$ cat config.mk
export PLATFORM = sky130hd
export DESIGN_NAME = itch_multi_decoder
export DESIGN_NICKNAME = d
export VERILOG_FILES = /design/src/rtl/itch_multi_decoder.sv
export SDC_FILE = /design/constraint.sdc
export NUM_CORES = 1
export LEC_CHECK = 0
export BUFFER_PORTS_ARGS = -buffer_cell sky130_fd_sc_hd__buf_2
export CAP_MARGIN = 20
export CORE_MARGIN = 2
export CORE_UTILIZATION = 45
export CTS_CLUSTER_SIZE = 20
export DETAILED_ROUTE_END_ITERATION = 8
export HOLD_SLACK_MARGIN = 0.02
export PLACE_DENSITY = 0.75
export SYNTH_ARGS = -nofsm -noshare
export SYNTH_HDL_FRONTEND = slang
export SYNTH_SLANG_ARGS = --single-unit
$ cat constraint.sdc
create_clock -name clk -period 3.4 [get_ports clk]
set_clock_uncertainty 0.1 [all_clocks]
set_input_delay 0.17 -clock clk [delete_from_list [all_inputs] [get_ports clk]]
set_output_delay 0.17 -clock clk [all_outputs]
set_load 0.02 [all_outputs]
$ cat src/rtl/itch_multi_decoder.sv
// ITCH 5.0 multi-type message framer: frames A/X/D/U/E messages from a byte stream,
// emits the raw payload as soon as its length is reached and flags malformed frames.
module itch_multi_decoder #(
  parameter logic [4:0] TYPE_EN = 5'b11111,
  parameter int         MAX_LEN = 36,
  parameter int         COUNT_W = 16
) (
  input  logic                 clk,
  input  logic                 rst,
  input  logic [7:0]           byte_in,
  input  logic                 valid_in,
  output logic                 out_valid,
  output logic [7:0]           out_type,
  output logic [5:0]           out_len,
  output logic [MAX_LEN*8-1:0] out_payload,
  output logic                 packet_invalid,
  output logic [COUNT_W-1:0]   good_count,
  output logic [COUNT_W-1:0]   err_count
);

  localparam int PW = MAX_LEN * 8;

  localparam int LEN_A = TYPE_EN[0] ? 36 : 0;
  localparam int LEN_X = TYPE_EN[1] ? 23 : 0;
  localparam int LEN_D = TYPE_EN[2] ? 19 : 0;
  localparam int LEN_U = TYPE_EN[3] ? 35 : 0;
  localparam int LEN_E = TYPE_EN[4] ? 31 : 0;
  localparam int MAX_AX  = (LEN_A > LEN_X) ? LEN_A : LEN_X;
  localparam int MAX_DU  = (LEN_D > LEN_U) ? LEN_D : LEN_U;
  localparam int MAX_AXDU = (MAX_AX > MAX_DU) ? MAX_AX : MAX_DU;
  localparam int MAX_EN_LEN = (MAX_AXDU > LEN_E) ? MAX_AXDU : LEN_E;

  generate
    if (MAX_LEN < MAX_EN_LEN) begin : g_bad_max_len
      $error("itch_multi_decoder: MAX_LEN smaller than longest enabled message type");
    end
  endgenerate

  typedef enum logic [1:0] {
    GAP_WAIT = 2'd0,
    IDLE     = 2'd1,
    COLLECT  = 2'd2,
    FULL     = 2'd3
  } state_t;

  state_t               state_q, state_d;
  logic [5:0]           cnt_q, cnt_d;
  logic [5:0]           len_q, len_d;
  logic [PW-1:0]        buf_q, buf_d;
  logic                 out_valid_q, out_valid_d;
  logic [7:0]           out_type_q, out_type_d;
  logic [5:0]           out_len_q, out_len_d;
  logic [PW-1:0]        out_payload_q, out_payload_d;
  logic                 packet_invalid_q, packet_invalid_d;
  logic [COUNT_W-1:0]   good_count_q, good_count_d;
  logic [COUNT_W-1:0]   err_count_q, err_count_d;

  // Zero length doubles as "unknown or disabled type".
  function automatic logic [5:0] type_len(input logic [7:0] t);
    case (t)
      8'h41:   type_len = 6'(LEN_A);
      8'h58:   type_len = 6'(LEN_X);
      8'h44:   type_len = 6'(LEN_D);
      8'h55:   type_len = 6'(LEN_U);
      8'h45:   type_len = 6'(LEN_E);
      default: type_len = 6'd0;
    endcase
  endfunction

  logic [5:0] in_len;
  logic       start_msg;
  logic       buf_clr;
  logic       buf_we;
  logic [5:0] wr_idx;

  // Buffer write controls depend only on registered state so the FSM can consume buf_d.
  assign in_len    = type_len(byte_in);
  assign start_msg = (state_q == IDLE) && valid_in && (in_len != 6'd0);
  assign buf_clr   = start_msg;
  assign buf_we    = start_msg || ((state_q == COLLECT) && valid_in);
  assign wr_idx    = (state_q == IDLE) ? 6'd0 : cnt_q;

  generate
    for (genvar gi = 0; gi < MAX_LEN; gi++) begin : g_byte
      assign buf_d[PW-1-8*gi -: 8] =
        (buf_we && (wr_idx == 6'(gi))) ? byte_in :
        (buf_clr ? 8'h00 : buf_q[PW-1-8*gi -: 8]);
    end
  endgenerate

  always_comb begin
    state_d          = state_q;
    cnt_d            = cnt_q;
    len_d            = len_q;
    out_valid_d      = 1'b0;
    packet_invalid_d = 1'b0;
    out_type_d       = out_type_q;
    out_len_d        = out_len_q;
    out_payload_d    = out_payload_q;

    case (state_q)
      GAP_WAIT: begin
        if (!valid_in) state_d = IDLE;
      end
      IDLE: begin
        if (valid_in) begin
          if (in_len != 6'd0) begin
            cnt_d   = 6'd1;
            len_d   = in_len;
            state_d = COLLECT;
          end else begin
            packet_invalid_d = 1'b1;
            state_d          = GAP_WAIT;
          end
        end
      end
      COLLECT: begin
        if (valid_in) begin
          cnt_d = cnt_q + 6'd1;
          if (cnt_q == len_q - 6'd1) begin
            out_valid_d   = 1'b1;
            out_type_d    = buf_q[PW-1 -: 8];
            out_len_d     = len_q;
            out_payload_d = buf_d;
            state_d       = FULL;
          end
        end else begin
          // The dropping cycle already serves as the inter-message gap.
          packet_invalid_d = 1'b1;
          state_d          = IDLE;
        end
      end
      FULL: begin
        if (valid_in) begin
          packet_invalid_d = 1'b1;
          state_d          = GAP_WAIT;
        end else begin
          state_d = IDLE;
        end
      end
      default: state_d = GAP_WAIT;
    endcase

    good_count_d = good_count_q;
    if (out_valid_d && (good_count_q != {COUNT_W{1'b1}}))
      good_count_d = good_count_q + COUNT_W'(1);
    err_count_d = err_count_q;
    if (packet_invalid_d && (err_count_q != {COUNT_W{1'b1}}))
      err_count_d = err_count_q + COUNT_W'(1);
  end

  always_ff @(posedge clk) begin
    if (rst) begin
      state_q          <= GAP_WAIT;
      cnt_q            <= '0;
      len_q            <= '0;
      buf_q            <= '0;
      out_valid_q      <= 1'b0;
      out_type_q       <= '0;
      out_len_q        <= '0;
      out_payload_q    <= '0;
      packet_invalid_q <= 1'b0;
      good_count_q     <= '0;
      err_count_q      <= '0;
    end else begin
      state_q          <= state_d;
      cnt_q            <= cnt_d;
      len_q            <= len_d;
      buf_q            <= buf_d;
      out_valid_q      <= out_valid_d;
      out_type_q       <= out_type_d;
      out_len_q        <= out_len_d;
      out_payload_q    <= out_payload_d;
      packet_invalid_q <= packet_invalid_d;
      good_count_q     <= good_count_d;
      err_count_q      <= err_count_d;
    end
  end

  assign out_valid      = out_valid_q;
  assign out_type       = out_type_q;
  assign out_len        = out_len_q;
  assign out_payload    = out_payload_q;
  assign packet_invalid = packet_invalid_q;
  assign good_count     = good_count_q;
  assign err_count      = err_count_q;

endmodule
==> metrics.md, run 1 <==
| Metric | Value |
|---|---|
| Post-DP HPWL | 43260 um |
| Sequential power share | between 40% and 50% |
| Post-Synthesis Cell Area | around 24000 um^2 |
| Cells after synthesis | ~2.8k |
| DRC | 0 |
| Share of layout cells above drive strength 1 | between 10% and 20% |
| Vias per cell | between 5 and 6 |
| PD cells | approximately 540 nW/um^2 |
| Final critical-path share of the clock period | 87.04% |
| Die H | 233.5 um |
| Die area | between 50000 and 60000 um^2 |
| Clk root buf | clkbuf_16 |
| Min-delay worst type | in -> reg |
| Crit path time final | 2.959 ns |
| CP peak stage delay | 1.02 ns |
| Pre-Repair DR Iteration Count | 5 |
| Async set-reset flop share out of synthesis | 0% |
| Boundary Pins | roughly 350 |
| TritonCTS Buffers | 67 |
| Largest net degree at the start of global routing | around 140 |
| First-pass GRT wire length | ~110000 um |
| Port buffer count | approximately 350 |
| Combinational fraction of design power | under 10% |
| Count of different cell masters after synthesis | 60 |
| Fin nets | just over 3k |
| Chip width | 233.5 um |
| MaxCap Viol Count | 0 |
| Core ar. | around 52000 um^2 |
| WP data arrival | about 3.3 ns |
| Clock share of power | around half |
| Post-synthesis area per instance | roughly 8.4 um^2 |
| Antenna violations before repair | 1 |
| Seq/Total Area, Yosys | 53.73% |
| Slew @ Worst Pin | roughly 1.1 ns |
| Synth Warn # | 0 |
| Max Fclk | around 340 MHz |
| Critical path origin | state_q[1] |
| Worst skew pair latency | between 0.5 and 0.6 ns |
| Post-synth EDFFs | 0 |
| # diodes | 0 |
| Average wire per standard cell | around 18 um |
| Hold_sp | byte_in[7] |
| CP bufs+invs | 1 |
| Startpoint types | register |
| CP Class | reg -> reg |
| GRT Total Usage | 24.88% |
| Setup Buffers After CTS | 0 |
| Final Max Slew Viols | 0 |
| Hold Fails Final Rpt | 0 |
| Most common flop cell mapped by yosys | dfxtp_1 |
| # setup viols final | 0 |
| Grt total ovfl | 0 |
| Commonest non-fill, non-tap cell in the layout | dfxtp_1 |
| FP Rows | 84 |
| Switching pwr | 3282 uW |
| CTS tree | done |
| Switch share | 21.17% |
| Clock Path Buffers | 3 |
| Final GP Congestion | 0.8400 |
| CTS sink cnt | around 640 |
| Synth Register Bits | between 600 and 700 |
| Initial DRC count | 2025 |
| Total Negative Setup Slacks | 0 ns |
| Place WS | 0.5043 ns |
| Internal Pwr Total | between 10000 and 15000 uW |
| Status | finished, final reports clean |
| Initial Util | between 40% and 50% |
| Setup crit end kind | register |
| Final ANT Viol Nets | 0 |
| Top Family by Delay on Critical Path | simple AND/OR/NAND/NOR gates |
| Cells along the critical path | nand4bb_1 -> nor4_2 -> a31oi_1 -> buf_4 -> a22oi_1 -> a211oi_1 |
| RSZ-0062 raised after global routing | no |
| Worst-path fanout max | 12 |
| Clock slew at reported path FFs | around 0.060 ns |
| Total Power | 15500 uW |
| Max IR drop VDD | 0.3465 mV |
| Area growth, synth to finish | 20.15% |
| Syn_nets | roughly 2.8k |
| Fin util | 54.40% |
| H-tree levels | 3 |
| CP Data Required Time | 3.74 ns |
| Leakage | 0.01059 uW |
| Worst R2R Start | state_q[1] |
| Final wirelength | around 70000 um |
| CP max stage cell | nor4_2 |
| Worst relative slew slack | a little over a quarter |
| Highest-count cells in the layout ignoring fill and taps | 636 x dfxtp_1, 497 x nand2_1, 345 x buf_2, 322 x nor2_1, 300 x a21oi_1 |
| Vias | about 21k |
| Final WS setup | approximately 0.44 ns |
| Vias in the first global route | around 19k |
-- metrics by stage --
stage               hold slack, ns  std cells  cell area, um^2
CTS                        0.09325       3810            28470
floorplan                   0.3315       2825            23700
detailed placement          0.3435       3685            26070
finish                      0.1335       3810            28470
global placement            0.3375       3685            26070
global route                0.1256       3810            28470
-- flip-flops by register name, summed over array words and instances (netlist names) --
| signal | flops |
|---|---|
| out_payload | 288 |
| cnt_q | 6 |
| out_len | 5 |
| out_type | 8 |
| out_valid | 1 |
| packet_invalid | 1 |
| state_q | 2 |
| buf_q | 288 |
| good_count | 16 |
| len_q | 5 |
| err_count | 16 |
-- power groups by stage --
stage | logic [uW] | clock network [uW] | registers [uW]
finish | 372 | 7660 | 7470
detailed placement | 362 | 0 | 7640
global placement | 361 | 0 | 7640
floorplan | 219 | 0 | 7640
CTS | 369 | 7760 | 7470
global route | 393 | 8050 | 7470
-- worst min-delay path: stages --
cell,delay [ns]
buf_2,0.11
nor4b_4,0.07
buf_4,0.24
nand3_1,0.11
a21oi_1,0.06
-- synth_stat cells, drive strengths merged (2+ instances only) --
library cell | instances | share of area, %
a22oi | 81 | 2.6
nor4 | 13 | 0.54
a311oi | 18 | 0.67
a32oi | 3 | 0.11
or4 | 3 | 0.095
nand3 | 199 | 4.2
nor2b | 15 | 0.40
or2 | 2 | 0.053
mux2 | 7 | 0.33
and3 | 47 | 1.2
nand2 | 497 | 7.9
nor4bb | 2 | 0.084
nor4b | 3 | 0.20
o21ai | 37 | 0.78
nand2b | 19 | 0.50
nand3b | 7 | 0.22
ha | 4 | 0.21
mux2i | 10 | 0.42
or4b | 3 | 0.13
or3 | 18 | 0.48
and4 | 4 | 0.15
a21oi | 302 | 6.4
xor2 | 3 | 0.11
nand4bb | 2 | 0.095
dfxtp | 636 | 54
a31oi | 99 | 2.6
o21a | 2 | 0.063
nand4 | 13 | 0.34
buf | 34 | 0.71
a211oi | 129 | 4.1
and2 | 14 | 0.37
o21ba | 2 | 0.084
clkbuf | 211 | 3.3
o31ai | 3 | 0.095
o211ai | 2 | 0.084
nor3 | 33 | 0.70
xnor2 | 5 | 0.18
or3b | 2 | 0.074
inv | 7 | 0.11
nor2 | 325 | 5.1
-- layout make-up --
class                      count  area (um^2)
sequential                   636        12730
multi-input combinational   1937        10020
clock buffer                  98         2078
clock inverter                20        256.5
inverter                       7        26.28
fill                        4870        23870
timing repair buffer         424         2495
tap                          688        860.8
-- logic make-up (layout without fill, tap and decap cells) --
family | Yosys count | in the layout | share of synthesized area, %
and+or+nand+nor | 1222 | 1222 | 22.92
AOI/OAI and AO/OA | 685 | 685 | 17.83
DFF | 636 | 636 | 53.73
buffers and inverters | 252 | 549 | 4.166
muxes | 17 | 17 | 0.7551
xor gates and xnor gates | 9 | 9 | 0.3960
adders and majority gates | 4 | 4 | 0.2112
-- repair_timing --
action                                 CTS  global route
endpoints found under the hold margin   47             0
resized for setup                        0             0
hold buffers                             7             0
-- worst paths after layout --
path	to	slack [ns]	cells past startpoint
worst max-delay path	out_payload[96]	0.44	6
worst min-delay path	len_q[1]	0.13	5
worst max register to register	out_payload[96]	0.44	6
worst min register to register	out_payload[218]	0.34	2
-- metal layers --
| metal | up-vias | share of wire (%) | global-route usage (%) |
|---|---|---|---|
| met5 | - | 0.016 | 0 |
| met4 | 2 | 2.5 | 8.307 |
| met3 | 112 | 6.8 | 4.248 |
| met2 | 735 | 46 | 38.80 |
| met1 | 10160 | 45 | 34.89 |
| li1 | 10330 | - | - |
Note: power is estimated with default switching activity, not from simulation.
==> inputs of run 2 (changes only) <==
CORE_MARGIN = 8   (was 2)
==> run 2 against run 1 <==
Clock-buffer cell count down 5; sequential power about the same; critical path depth unchanged; setup slack better by 0.022 ns; non-clock buffer count down 1; routed wire length up 2.9%; die area up 11%.
==> metrics.md, run 2 (synthesis results as in run 1) <==
| Metric | Value |
|---|---|
| Area growth, synth to finish | 20.12% (was 20.15%) |
| Core ar. | 52340 um^2 (unchanged) |
| Max Fclk | 340.5 MHz (was 337.9 MHz) |
| Final ANT Viol Nets | 0 (unchanged) |
| Largest net degree at the start of global routing | 127 (was 136) |
| TritonCTS Buffers | 68 (was 67) |
| Clk root buf | clkbuf_16 (unchanged) |
| GRT Total Usage | 23.02% (was 24.88%) |
| Vias per cell | 5.578 (was 5.598) |
| Non-filler instance count after layout | 3813 (was 3810) |
| Highest-count cells in the layout ignoring fill and taps | 636 x dfxtp_1, 497 x nand2_1, 345 x buf_2, 322 x nor2_1, 300 x a21oi_1 (unchanged) |
| DP Cell Count | 3685 (unchanged) |
| WL met1 | 31270 um (was 31660 um) |
| Min-delay worst type | in -> reg (unchanged) |
| Boundary Pins | 347 (unchanged) |
| PD cells | 539.8 nW/um^2 (was 544.5 nW/um^2) |
| Clock Path Buffers | 3 (unchanged) |
| Met3 WL post-DR | 5751 um (was 4791 um) |
| Worst skew pair latency | 0.61 ns (was 0.59 ns) |
| Vias | 21.27k (was 21.33k) |
| Fin nets | 3088 (unchanged) |
| Post-DP HPWL | 45970 um (was 43260 um) |
| Max IR drop VDD | 0.3554 mV (was 0.3465 mV) |
| Leakage | 0.01056 uW (was 0.01059 uW) |
| Die H | 245.5 um (was 233.5 um) |
| Met2 wire length | 32750 um (was 31970 um) |
| RSZ-0062 raised after global routing | no (unchanged) |
| Die area | 60260 um^2 (was 54510 um^2) |
| WP data arrival | 3.35 ns (was 3.30 ns) |
| Min Hold Slack | 0.07287 ns (was 0.1335 ns) |
| Clock slew at reported path FFs | 0.06 ns (about the same) |
| Worst relative slew slack | 28.58% (was 26.97%) |
| First-pass GRT wire length | 112800 um (was 107200 um) |
| Final GP Congestion | 0.8554 (was 0.8400) |
| CP Data Required Time | 3.81 ns (was 3.74 ns) |
| Antenna violations before repair | 1 (unchanged) |
| Vias in the first global route | 19.64k (was 18.85k) |
| Crit path time final | 2.937 ns (was 2.959 ns) |
| FP Rows | 84 (unchanged) |
| Total Negative Setup Slacks | 0 ns (unchanged) |
| Combinational fraction of design power | 2.4% (about the same) |
| Number of gates resized after cts | 0 (unchanged) |
| Commonest non-fill, non-tap cell in the layout | dfxtp_1 (unchanged) |
| CTS sink cnt | 636 (unchanged) |
| Sequential power share | 48.6% (was 48.2%) |
| Startpoint types | register (unchanged) |
| Internal Pwr Total | 11990 uW (was 12220 uW) |
| CP Class | reg -> reg (unchanged) |
| Switch share | 21.93% (was 21.17%) |
| Final wirelength | 72280 um (was 70220 um) |
| Clock share of power | 49.0% (was 49.4%) |
| Share of layout cells above drive strength 1 | 18.02% (was 18.00%) |
| Final Max Slew Viols | 0 (unchanged) |
| Status | finished, final reports clean (unchanged) |
| Average wire per standard cell | 18.96 um (was 18.43 um) |
| CTS tree | done (unchanged) |
| DRC | 0 (unchanged) |
| Initial Util | 45.27% (unchanged) |
| Slew @ Worst Pin | 1.062 ns (was 1.087 ns) |
| Setup Buffers After CTS | 0 (unchanged) |
| Chip width | 245.5 um (was 233.5 um) |
| Worst-path fanout max | 14 (was 12) |
| Port buffer count | 346 (unchanged) |
| Hold Fails Final Rpt | 0 (unchanged) |
| Setup crit end kind | register (unchanged) |
| Initial DRC count | 2037 (was 2025) |
| MaxCap Viol Count | 0 (unchanged) |
| H-tree levels | 3 (unchanged) |
| Grt total ovfl | 0 (unchanged) |
| Pre-Repair DR Iteration Count | 5 (unchanged) |
| Top Metal Used | met4 (was met5) |
| # setup viols final | 0 (unchanged) |
| Final critical-path share of the clock period | 86.38% (was 87.04%) |
| Switching pwr | 3370 uW (was 3282 uW) |
-- run 2: critical path, cell delays in order (launching register included) --
cell,delay [ns]
dfxtp_1,0.55
nor2b_2,0.69
nor3_1,0.13
buf_4,0.22
a22oi_1,0.57
o21ai_0,0.27
a311oi_1,0.30
-- run 2: metal layers --
metal	vias to the layer above	GRT usage, %
met5	-	0
met4	0	9.460
met3	149	4.822
met2	784	36.02
met1	9983	30.76
li1	10350	-
-- run 2: final cells by class --
class	instances	area, um^2
fillers	4779	23880
flip-flops and latches	636	12730
multi-input cells	1937	10020
repair buffers	423	2522
clock buffers	93	2001
well taps	688	860.8
clock inverters	28	296.5
inverters	7	26.28
diodes	1	2.502
-- run 2: power groups by stage --
stage | Clock (uW) | Sequential (uW) | Combinational [uW]
after global routing | 7980 | 7470 | 389
after detailed placement | 0 | 7640 | 357
after CTS | 7670 | 7470 | 364
final | 7520 | 7470 | 367
after global placement | 0 | 7640 | 358
after floorplan | 0 | 7640 | 219
-- run 2: worst paths after layout --
check / to / depth (start not counted) / slack [ns] / from
hold / removal: len_q[1] / 5 / 0.07 / byte_in[7]
hold reg to reg: out_payload[94] / 2 / 0.35 / out_payload[94]
setup reg to reg: out_payload[169] / 6 / 0.46 / state_q[0]
setup / recovery: out_payload[169] / 6 / 0.46 / state_q[0]
-- run 2: per-stage QoR --
step	worst slack [ns]	instance area [um^2]	power [uW]	utilization, %
CTS	0.4728	28460	15510	54.38
detailed placement	0.4719	26110	7996	49.88
finish	0.4630	28460	15360	54.38
floorplan	0.8802	23700	7856	-
global route	0.1900	28460	15830	54.38
global placement	0.5735	26110	7996	49.88
-- run 2: timing repair --
| item | in CTS | in global routing |
|---|---|---|
| setup endpoints to repair | 0 | 0 |
| endpoints found under the hold margin | 68 | 0 |
| hold buffers | 6 | 0 |
